**src/rtl/single_port_lutram_requester.sv**
```systemverilog
// single_port_lutram_requester: valid/ready front end for a single-port LUTRAM with a 3-deep read response FIFO and a fill sweep.
module single_port_lutram_requester #(
  parameter int SINGLE_ELEMENT_SIZE_IN_BITS = 64,
  parameter int NUMBER_SETS = 64,
  parameter int SET_PTR_WIDTH_IN_BITS = $clog2(NUMBER_SETS),
  parameter logic [SINGLE_ELEMENT_SIZE_IN_BITS-1:0] FILL_VALUE = '0
) (
  input  logic                                   clk_in,
  input  logic                                   reset_in,
  input  logic                                   flush_in,
  output logic                                   flush_busy_out,
  input  logic                                   req_valid_in,
  output logic                                   req_ready_out,
  input  logic                                   req_write_in,
  input  logic [SET_PTR_WIDTH_IN_BITS-1:0]       req_addr_in,
  input  logic [SINGLE_ELEMENT_SIZE_IN_BITS-1:0] req_data_in,
  output logic                                   resp_valid_out,
  input  logic                                   resp_ready_in,
  output logic [SINGLE_ELEMENT_SIZE_IN_BITS-1:0] resp_data_out,
  output logic [SET_PTR_WIDTH_IN_BITS-1:0]       resp_addr_out,
  output logic                                   ram_access_en_out,
  output logic                                   ram_write_en_out,
  output logic [SET_PTR_WIDTH_IN_BITS-1:0]       ram_access_set_addr_out,
  output logic [SINGLE_ELEMENT_SIZE_IN_BITS-1:0] ram_write_element_out,
  input  logic [SINGLE_ELEMENT_SIZE_IN_BITS-1:0] ram_read_element_in
);
  localparam logic [SET_PTR_WIDTH_IN_BITS-1:0] LAST_SET = SET_PTR_WIDTH_IN_BITS'(NUMBER_SETS - 1);
  typedef enum logic {IDLE, SWEEP} state_t;
  state_t state_q;
  logic [SET_PTR_WIDTH_IN_BITS-1:0] cnt_q, raddr_q;
  logic inflight_q;
  logic [SINGLE_ELEMENT_SIZE_IN_BITS-1:0] fdata_q [3];
  logic [SET_PTR_WIDTH_IN_BITS-1:0] faddr_q [3];
  logic [1:0] wr_q, rd_q, count_q;
  logic sweep, accept, pop;
  assign sweep = state_q == SWEEP;
  // An outstanding read holds a FIFO slot so its data always has somewhere to land
  assign req_ready_out = !sweep && (3'(count_q) + 3'(inflight_q) < 3'd3);
  assign accept = req_valid_in && req_ready_out;
  assign resp_valid_out = count_q != 2'd0;
  assign pop = resp_valid_out && resp_ready_in;
  assign resp_data_out = resp_valid_out ? fdata_q[rd_q] : '0;
  assign resp_addr_out = resp_valid_out ? faddr_q[rd_q] : '0;
  assign flush_busy_out = sweep;
  assign ram_access_en_out = sweep || accept;
  assign ram_write_en_out = sweep || req_write_in;
  assign ram_access_set_addr_out = sweep ? cnt_q : req_addr_in;
  assign ram_write_element_out = sweep ? FILL_VALUE : req_data_in;
  always_ff @(posedge clk_in) begin
    if (reset_in) begin
      state_q <= IDLE;
      cnt_q <= '0;
      raddr_q <= '0;
      inflight_q <= 1'b0;
      wr_q <= '0;
      rd_q <= '0;
      count_q <= '0;
    end else begin
      inflight_q <= accept && !req_write_in;
      if (accept) raddr_q <= req_addr_in;
      if (inflight_q) begin
        fdata_q[wr_q] <= ram_read_element_in;
        faddr_q[wr_q] <= raddr_q;
        wr_q <= wr_q == 2'd2 ? 2'd0 : wr_q + 2'd1;
      end
      if (pop) rd_q <= rd_q == 2'd2 ? 2'd0 : rd_q + 2'd1;
      count_q <= count_q + 2'(inflight_q) - 2'(pop);
      if (!sweep) begin
        if (flush_in) state_q <= SWEEP;
      end else begin
        cnt_q <= cnt_q == LAST_SET ? '0 : cnt_q + SET_PTR_WIDTH_IN_BITS'(1);
        if (cnt_q == LAST_SET) state_q <= IDLE;
      end
    end
  end
endmodule

```
**config.mk**
```make
export PLATFORM = sky130hd
export DESIGN_NAME = single_port_lutram_requester
export DESIGN_NICKNAME = d
export VERILOG_FILES = /design/src/rtl/single_port_lutram_requester.sv
export SDC_FILE = /design/constraint.sdc
export NUM_CORES = 1
export LEC_CHECK = 0
export ABC_AREA = 0
export CAP_MARGIN = 20
export CORE_MARGIN = 1
export CORE_UTILIZATION = 40
export DETAILED_ROUTE_END_ITERATION = 8
export GPL_ROUTABILITY_DRIVEN = 0
export HOLD_SLACK_MARGIN = 0.02
export PLACE_DENSITY_LB_ADDON = 0.2
export SLEW_MARGIN = 10
export SYNTH_ARGS = -nofsm -noshare
export SYNTH_HDL_FRONTEND = slang
export SYNTH_SLANG_ARGS = --single-unit
export TNS_END_PERCENT = 50
```
**constraint.sdc**
```tcl
create_clock -name clk_in -period 8.9 [get_ports clk_in]
set_input_delay 2.67 -clock clk_in [delete_from_list [all_inputs] [get_ports clk_in]]
set_output_delay 2.67 -clock clk_in [all_outputs]
set_load 0.05 [all_outputs]
```
Word level (Yosys, flattened, before mapping)
Memory sizes are Yosys's and may differ from the RTL's. A register that Yosys moved wholly into a read port is not among the register bits.
Index checks and enable logic that the tools add are counted.
{ "totals": {"regBits": 20, "output_inout_bits": 145, "ram_bits": 210, "n_memories": 2, "in_bits": 140} }
{ "mem_list": {"columns": ["memory", "depth", "width", "read_ports", "rd_ports_with_merged_regs", "write_ports", "line", "text"], "rows": [
  ["fdata_q", 3, 64, 1, 1, 1, "32", "logic [SINGLE_ELEMENT_SIZE_IN_BITS-1:0] fdata_q [3];"],
  ["faddr_q", 3, 6, 1, 1, 1, "33", "logic [SET_PTR_WIDTH_IN_BITS-1:0] faddr_q [3];"]
]} }
{ "op_classes": {"n_eq_ne": 3, "mux": 17, "n_reduce_logical": 9, "magnitude_cmp": 1, "add_sub_neg": 6} }
{ "op_table": {"columns": ["op", "count"], "rows": [
  ["64-bit 2-to-1 mux", 2],
  ["6-bit 2-to-1 mux", 3],
  ["2-bit 2-to-1 mux", 6],
  ["6-bit by 1-bit adder with 6-bit output (second input constant)", 1],
  ["6-bit == test (second input constant)", 1],
  ["1-bit 2-to-1 mux", 6],
  ["2-bit by 1-bit adder with 2-bit output (second input constant)", 2],
  ["2-bit == test (second input constant)", 2],
  ["1-bit logical AND", 4],
  ["2-bit by 1-bit adder with 3-bit output", 1],
  ["3-bit by 2-bit < comparator with 1-bit output (second input constant)", 1],
  ["2-bit by 1-bit adder with 2-bit output", 1],
  ["1-bit zero test", 2],
  ["1-bit logical OR", 2],
  ["2-bit nonzero test", 1],
  ["2-bit by 1-bit subtractor with 2-bit output", 1]
]} }

Depth between registers and ports, before layout
Gate-level depths: netlist of run 1.
{ "depth": {"depth_word": 5, "mapped_depth": 8, "mapped_depth_nobuf": 8} }

Worst setup path before layout of run 1
OpenSTA, ideal clock, no wires.
{ "synth_path": {"path_kind": "input to register", "from": "input reset_in", "to": "memory faddr_q[1][0] in the netlist's numbering (enable)", "cell_stages": 2, "setup_ps": 599, "path_slack_ps": 336, "t_arrival_ps": 7965, "n_path_buf": 0, "cell_sequence": "nand2b_1 nor3b_1"} }
{ "synth_via": {"elab_chain_cells": 2} }
{ "synth_lines": {"columns": ["item", "line", "text"], "rows": [
  ["from (decl)", "9", "input logic reset_in,"],
  ["1-bit 2-to-1 mux", "50", "if (reset_in) begin"],
  ["1-bit 2-to-1 mux (not written as such)", "63", "faddr_q[wr_q] <= raddr_q;"],
  ["to (decl)", "33", null]
]} }
No other way between the ends.

Final worst setup path of run 1
{ "layout_path": {"from": "input req_valid_in", "to": "output ram_access_en_out"} }
{ "layout_via": {"elab_chain_cells": 2} }
{ "layout_lines": {"columns": ["item", "line", "text"], "rows": [
  ["from (decl)", "12", "input logic req_valid_in,"],
  ["1-bit logical AND", "39", "assign accept = req_valid_in && req_ready_out;"],
  ["1-bit logical OR", "45", "assign ram_access_en_out = sweep || accept;"],
  ["to (decl)", "21", "output logic ram_access_en_out,"]
]} }
No other way between the ends.

==> results of run 1 <==
-- power by group --
group,internal [uW],leakage (uW),switching [uW]
clock,564,0.000364,386
sequential,1210,0.00207,62.5
combinational,481,0.00199,854
total,2250,0.00443,1300
-- kinds of logic after synthesis --
group                    after synthesis  share of synthesized area
XOR/XNOR                               5                   0.004539
flip-flops                           232                     0.6994
adder cells (fa/ha/maj)                5                   0.006485
multiplexers                         150                     0.1656
buffers and inverters                 39                    0.01855
AO/OA/AOI/OAI                         11                   0.007911
AND/OR/NAND/NOR                      182                    0.09754
-- state kept, by name (all words and copies together), names as in the netlist, named ones only --
register        cells
cnt_q               6
count_q             2
faddr_q            18
fdata_q           192
flush_busy_out      1
inflight_q          1
raddr_q             6
rd_q                2
wr_q                2
-- synth_stat cells (2+ instances only) --
master,n,share of area
nor2_1,83,0.032
and2_1,2,0.0013
mux2i_1,73,0.076
ha_1,5,0.0065
nor2b_1,66,0.043
xor2_1,4,0.0036
clkbuf_1,14,0.0054
nand4b_1,6,0.0054
buf_1,2,0.00078
nand4_1,2,0.0013
nor3b_1,2,0.0016
edfxtp_1,210,0.65
nor3_1,2,0.0010
nand2b_1,7,0.0045
dfxtp_1,22,0.046
or2_2,2,0.0013
buf_2,17,0.0088
nand2_1,5,0.0019
mux2_2,77,0.090
or3_1,2,0.0013
inv_1,4,0.0016
o21ai_0,7,0.0036
-- layout make-up --
| cell class | instances | area share |
|---|---|---|
| Clock inverter | 7 | 0.004983 |
| Inverter | 4 | 0.001107 |
| Multi-Input combinational cell | 353 | 0.2024 |
| Timing Repair Buffer | 290 | 0.2130 |
| Clock buffer | 37 | 0.05094 |
| Tap cell | 319 | 0.02944 |
| Sequential cell | 232 | 0.4982 |
-- layout by cell type (no fill, tap or decap), types with 7 or more instances in the layout --
| master | netlist | layout |
|---|---|---|
| clkdlybuf4s50_1 | 0 | 284 |
| edfxtp_1 | 210 | 210 |
| nor2_1 | 83 | 82 |
| mux2_2 | 77 | 77 |
| mux2i_1 | 73 | 73 |
| nor2b_1 | 66 | 66 |
| clkbuf_16 | 0 | 25 |
| dfxtp_1 | 22 | 19 |
| clkbuf_1 | 14 | 10 |
| o21ai_0 | 7 | 7 |
| nand2b_1 | 7 | 7 |
-- metrics by stage --
step | setup WS [ns] | area [sq um]
floorplan | 0.3358 | 9647
global placement | 1.753 | 12800
detailed placement | 1.732 | 12800
CTS | 1.727 | 13560
global route | 1.613 | 13560
finish | 1.729 | 13560
-- critical path, delay by kind of cell --
family | cells | cell delay (ns)
buffers and inverters | 2 | 1.39
and+or+nand+nor | 2 | 0.43
-- routing by layer --
metal / GRT usage / vias up / routed length [microns]
met5: 0 / - / 12
met1: 0.1941 / 2894 / 8479
met3: 0.04681 / 30 / 1544
li1: - / 2840 / -
met2: 0.3089 / 209 / 11000
met4: 0.05039 / 2 / 422
-- how the worst max path moves through the flow --
stage,slack (ns),start,cells past startpoint,end
5_1_grt,1.61,req_valid_in,4,ram_access_en_out
3_5_place_dp,1.73,req_valid_in,4,ram_access_en_out
2_1_floorplan,0.34,reset_in,2,faddr_q[1][0]
6_report,1.73,req_valid_in,4,ram_access_en_out
3_3_place_gp,1.75,req_valid_in,4,ram_access_en_out
4_1_cts,1.73,req_valid_in,4,ram_access_en_out
==> key figures, run 1 <==
STA
  – Part of the cycle the worst path needs: 0.8057
  – RSZ-0062 raised after global routing: no
  – Sum of negative setup slack: 0 ns
  – Setup violations, final: 0
  – Final hold vios: 0
  – Period minus WS final: 7.171 ns
  – Slew Viols, Final: 0
  – Max-slew headroom: 0.2741
  – FMAX: 139.5 MHz
  – Hold slack: 0.4885 ns
  – Least-Margin Pin Slew: 1.089 ns
  – Final Skew: 0.01159 ns

Cells and area
  – Final Util: 0.5759
  – Area of the multi-input gates: 2744 sq um
  – ANT cells: 0
  – Layout cells sized above 1: 0.1365
  – Reg area: 6755 sq um
  – Area Growth Syn to Fin: 40.56%
  – Final nets: 1,050
  – Fill count: 1,956
  – Fin cells: 1,242

Pwr
  – Maximum vdd drop: 0.1430 mV
  – Pwr dens: 262.1 nW/um^2
  – Leakage: 0.004430 uW
  – Total power: 3554 uW

Logic synthesis
  – Yosys warnings: 0
  – Synthesis-stage register bit count: 232
  – Async set-reset flop share out of synthesis: 0
  – Synth unique cells: 32
  – Sequential share of the synthesized area: 0.6994
  – Post-Synthesis Cells: 624
  – Net count after synthesis: 769
  – Syn avg cell area: 15.46 sq um
  – Prevailing post-synth register cell: edfxtp_1
  – Post-synth EDFFs: 210
  – Synthesized area: 9647 sq um

Floorplanning
  – Die Width: 157.3 microns
  – Die area: 24,740 sq um
  – Core ar.: 23,540 sq um
  – # IOs: 285
  – # rows: 56
  – Die H: 157.3 microns
  – Initial core utilization: 0.4098

Clock network
  – Clock root buffer: clkbuf_16
  – Clk Latency, worst-skew pair: 0.50 ns
  – Post-CTS Hold Buffers: 0
  – Setup Buffers After CTS: 0
  – Post_cts resized: 0
  – Clk sinks: 232
  – Max Root-Sink Buffers: 3
  – Clock-pin transition on the worst setup and hold timing paths: 0.06 ns
  – H-tree Lvls: 1
  – CTS tree: yes
  – Cts bufs inserted: 24

Setup path
  – RR Endpoint: fdata_q[2][47]
  – Crit start category: primary input
  – Setup CP Type: in -> out
  – CP peak stage delay: 0.81 ns
  – Critical Path End Type: primary output
  – Most common cell on crit path: clkdlybuf4s50_1
  – CP arrival: 4.50 ns
  – CP required: 6.23 ns
  – Worst Path Max Fanout: 8
  – Critical path's slowest cell: clkdlybuf4s50_1
  – CP Cell Sequence: clkdlybuf4s50_1 > and2_1 > or2_2 > clkdlybuf4s50_1
  – R2R Setup Slk: 6.48 ns
  – Critical R2R Launch: inflight_q
  – R2R depth: 3

Global routing
  – Remaining Overflow, GRT: 0
  – First-pass GRT wire length: 31,990 microns
  – GR Util All Layers: 0.1702
  – Vias in the first global route: 6,027
  – Pin count of the biggest net entering global routing: 81
  – Initial antenna violation count: 1

Worst hold path
  – WHS Path Cells: 0
  – Min-delay src: raddr_q[2]
  – Worst Hold End: faddr_q[0][2]
  – Min-delay worst type: reg -> reg

Route
  – Post-DRT Antenna Nets: 0
  – Post-Route WL: 21,450 microns
  – DR iter-0 viols: 183
  – TritonRoute pass-1 iters: 4
  – DR DRC count: 0
  – Routed length per placed instance: 17.27 microns
  – Vias per cell: 4.811
  – Total number of vias: 5,975

Placed design
  – Post-DP HPWL: 13,240 microns
  – Dpl cells: 1,198
  – Port Buffers: 284

Flow run
  – Maxcap violations: 0

Run status
  – Outcome: complete, no violations
Power figures use the tool's default switching activity.
==> run 2: changes to the inputs <==
Clock period 8.9 ns to 7.1 ns, I/O delays scaled along.
==> run 2 against run 1 <==
- non-clock buffer count increased by 4
- via count decreased by 0.38%
- first-iteration DRC count decreased by 3.8%
- hold slack got worse by 0.012 ns
- clock power increased by 38%
- die area unchanged
- flip-flop and latch count unchanged
- critical path depth unchanged
- highest routed layer is now met4
==> key figures, run 2 (synthesis results as in run 1) <==
Cells and area
  – Fill count: 1,946
  – Area of the multi-input gates: 2744 sq um
  – Final nets: 1,055
  – Final Util: 0.5809
  – Layout cells sized above 1: 0.1466
  – Design area: 13,680 sq um
  – ANT cells: 0
  – Reg area: 6755 sq um
  – Register name with the most flops: fdata_q
  – Largest register FFs: 192
  – Most frequent cells in the layout: 284 x clkdlybuf4s50_1, 210 x edfxtp_1, 82 x nor2_1
  – Area Growth Syn to Fin: 41.76%
  – Commonest non-fill, non-tap cell in the layout: clkdlybuf4s50_1
  – Biggest regs: fdata_q: 192 flops, faddr_q: 18 flops

Pwr
  – Leakage: 0.004499 uW
  – Maximum vdd drop: 0.1713 mV
  – Pwr dens: 335.5 nW/um^2

Clock network
  – Clk sinks: 232
  – Setup Buffers After CTS: 0
  – Post_cts resized: 0
  – Clock-pin transition on the worst setup and hold timing paths: 0.05 ns
  – CTS tree: yes
  – Cts bufs inserted: 25
  – Max Root-Sink Buffers: 3
  – Post-CTS Hold Buffers: 0
  – H-tree Lvls: 1
  – Clk Latency, worst-skew pair: 0.51 ns
  – Clock root buffer: clkbuf_16

Setup path
  – Critical R2R Launch: inflight_q
  – Critical Path End Type: primary output
  – Worst Path Max Fanout: 8
  – Setup CP Type: in -> out
  – CP arrival: 3.97 ns
  – CP required: 4.97 ns
  – Crit start category: primary input
  – R2R depth: 3
  – RR Endpoint: fdata_q[2][37]
  – R2R Setup Slk: 5.04 ns

Floorplanning
  – Die Width: 157.3 microns
  – Core ar.: 23,540 sq um
  – Initial core utilization: 0.4098
  – # IOs: 285
  – Die area: 24,740 sq um
  – # rows: 56
  – Die H: 157.3 microns

Global routing
  – Initial antenna violation count: 0
  – Remaining Overflow, GRT: 0
  – Vias in the first global route: 6,108
  – Pin count of the biggest net entering global routing: 81
  – First-pass GRT wire length: 32,600 microns
  – GR Util All Layers: 0.1738

Route
  – TritonRoute pass-1 iters: 4
  – DR DRC count: 0
  – Routed length per placed instance: 17.40 microns
  – Post-DRT Antenna Nets: 0
  – DR iter-0 viols: 176
  – Total number of vias: 5,952
  – Post-Route WL: 21,700 microns
  – Vias per cell: 4.773

STA
  – Period minus WS final: 6.101 ns
  – Hold slack: 0.4761 ns
  – Final Skew: 0.01011 ns
  – Setup violations, final: 0
  – Part of the cycle the worst path needs: 0.8593
  – Max-slew headroom: 0.2908
  – RSZ-0062 raised after global routing: no
  – Final hold vios: 0
  – Slew Viols, Final: 0
  – Sum of negative setup slack: 0 ns
  – FMAX: 163.9 MHz
  – Least-Margin Pin Slew: 1.064 ns

Flow run
  – Maxcap violations: 0

Worst hold path
  – Worst Hold End: faddr_q[2][5]
  – Min-delay src: raddr_q[5]
  – WHS Path Cells: 0
  – Min-delay worst type: reg -> reg

Placed design
  – Post-DP HPWL: 13,640 microns
  – Port Buffers: 284
  – Placed Area: 12,830 sq um

Run status
  – Outcome: complete, no violations
run 2: cell count changes in the layout (fill, tap and decap cells not counted), sizes merged:
cell    previous run  this run
buf                6        10
bufinv             1         4
clkbuf            37        34
inv                4         6
clkinv             5         4
run 2: worst max-delay path by stage:
stage                      start                end  depth (start not counted)
floorplan               reset_in      faddr_q[1][0]                          2
global placement    req_valid_in  ram_access_en_out                          4
detailed placement  req_valid_in  ram_access_en_out                          4
CTS                 req_valid_in  ram_access_en_out                          4
global route        req_valid_in  ram_access_en_out                          4
finish              req_valid_in  ram_access_en_out                          4
run 2: metal layers:
metal	part of all wire	up-vias	GRT usage
li1	-	2857	-
met1	0.40	2862	0.2020
met2	0.52	210	0.3203
met3	0.067	23	0.04213
met4	0.013	0	0.04068
met5	0	-	0
run 2: power by group:
part	total [uW]	switching, uW	internal, uW
logic	1690	1080	607
clock network	1310	497	816
registers	1590	75.8	1510
total	4590	1650	2940
run 2: cell type report:
type,instances,area share
Multi-Input combinational cell,353,0.2006
Timing Repair Buffer,294,0.2134
Clock buffer,34,0.04968
Tap cell,319,0.02919
Clock inverter,11,0.01208
Inverter,4,0.001098
Sequential cell,232,0.4940
run 2: worst max-delay path, cell delays in order:
cell and delay (ns):
clkdlybuf4s50_1 0.58, and2_1 0.30, or2_2 0.16, clkdlybuf4s50_1 0.81
run 2: through the flow:
step           power (uW)  instances  setup slack (ns)
3_5_place_dp         3327       1202             1.004
5_1_grt              4779       1247            0.9188
2_1_floorplan        2716        624           -0.9242
3_3_place_gp         3315       1202             1.005
6_report             4588       1247            0.9992
4_1_cts              4658       1247            0.9953
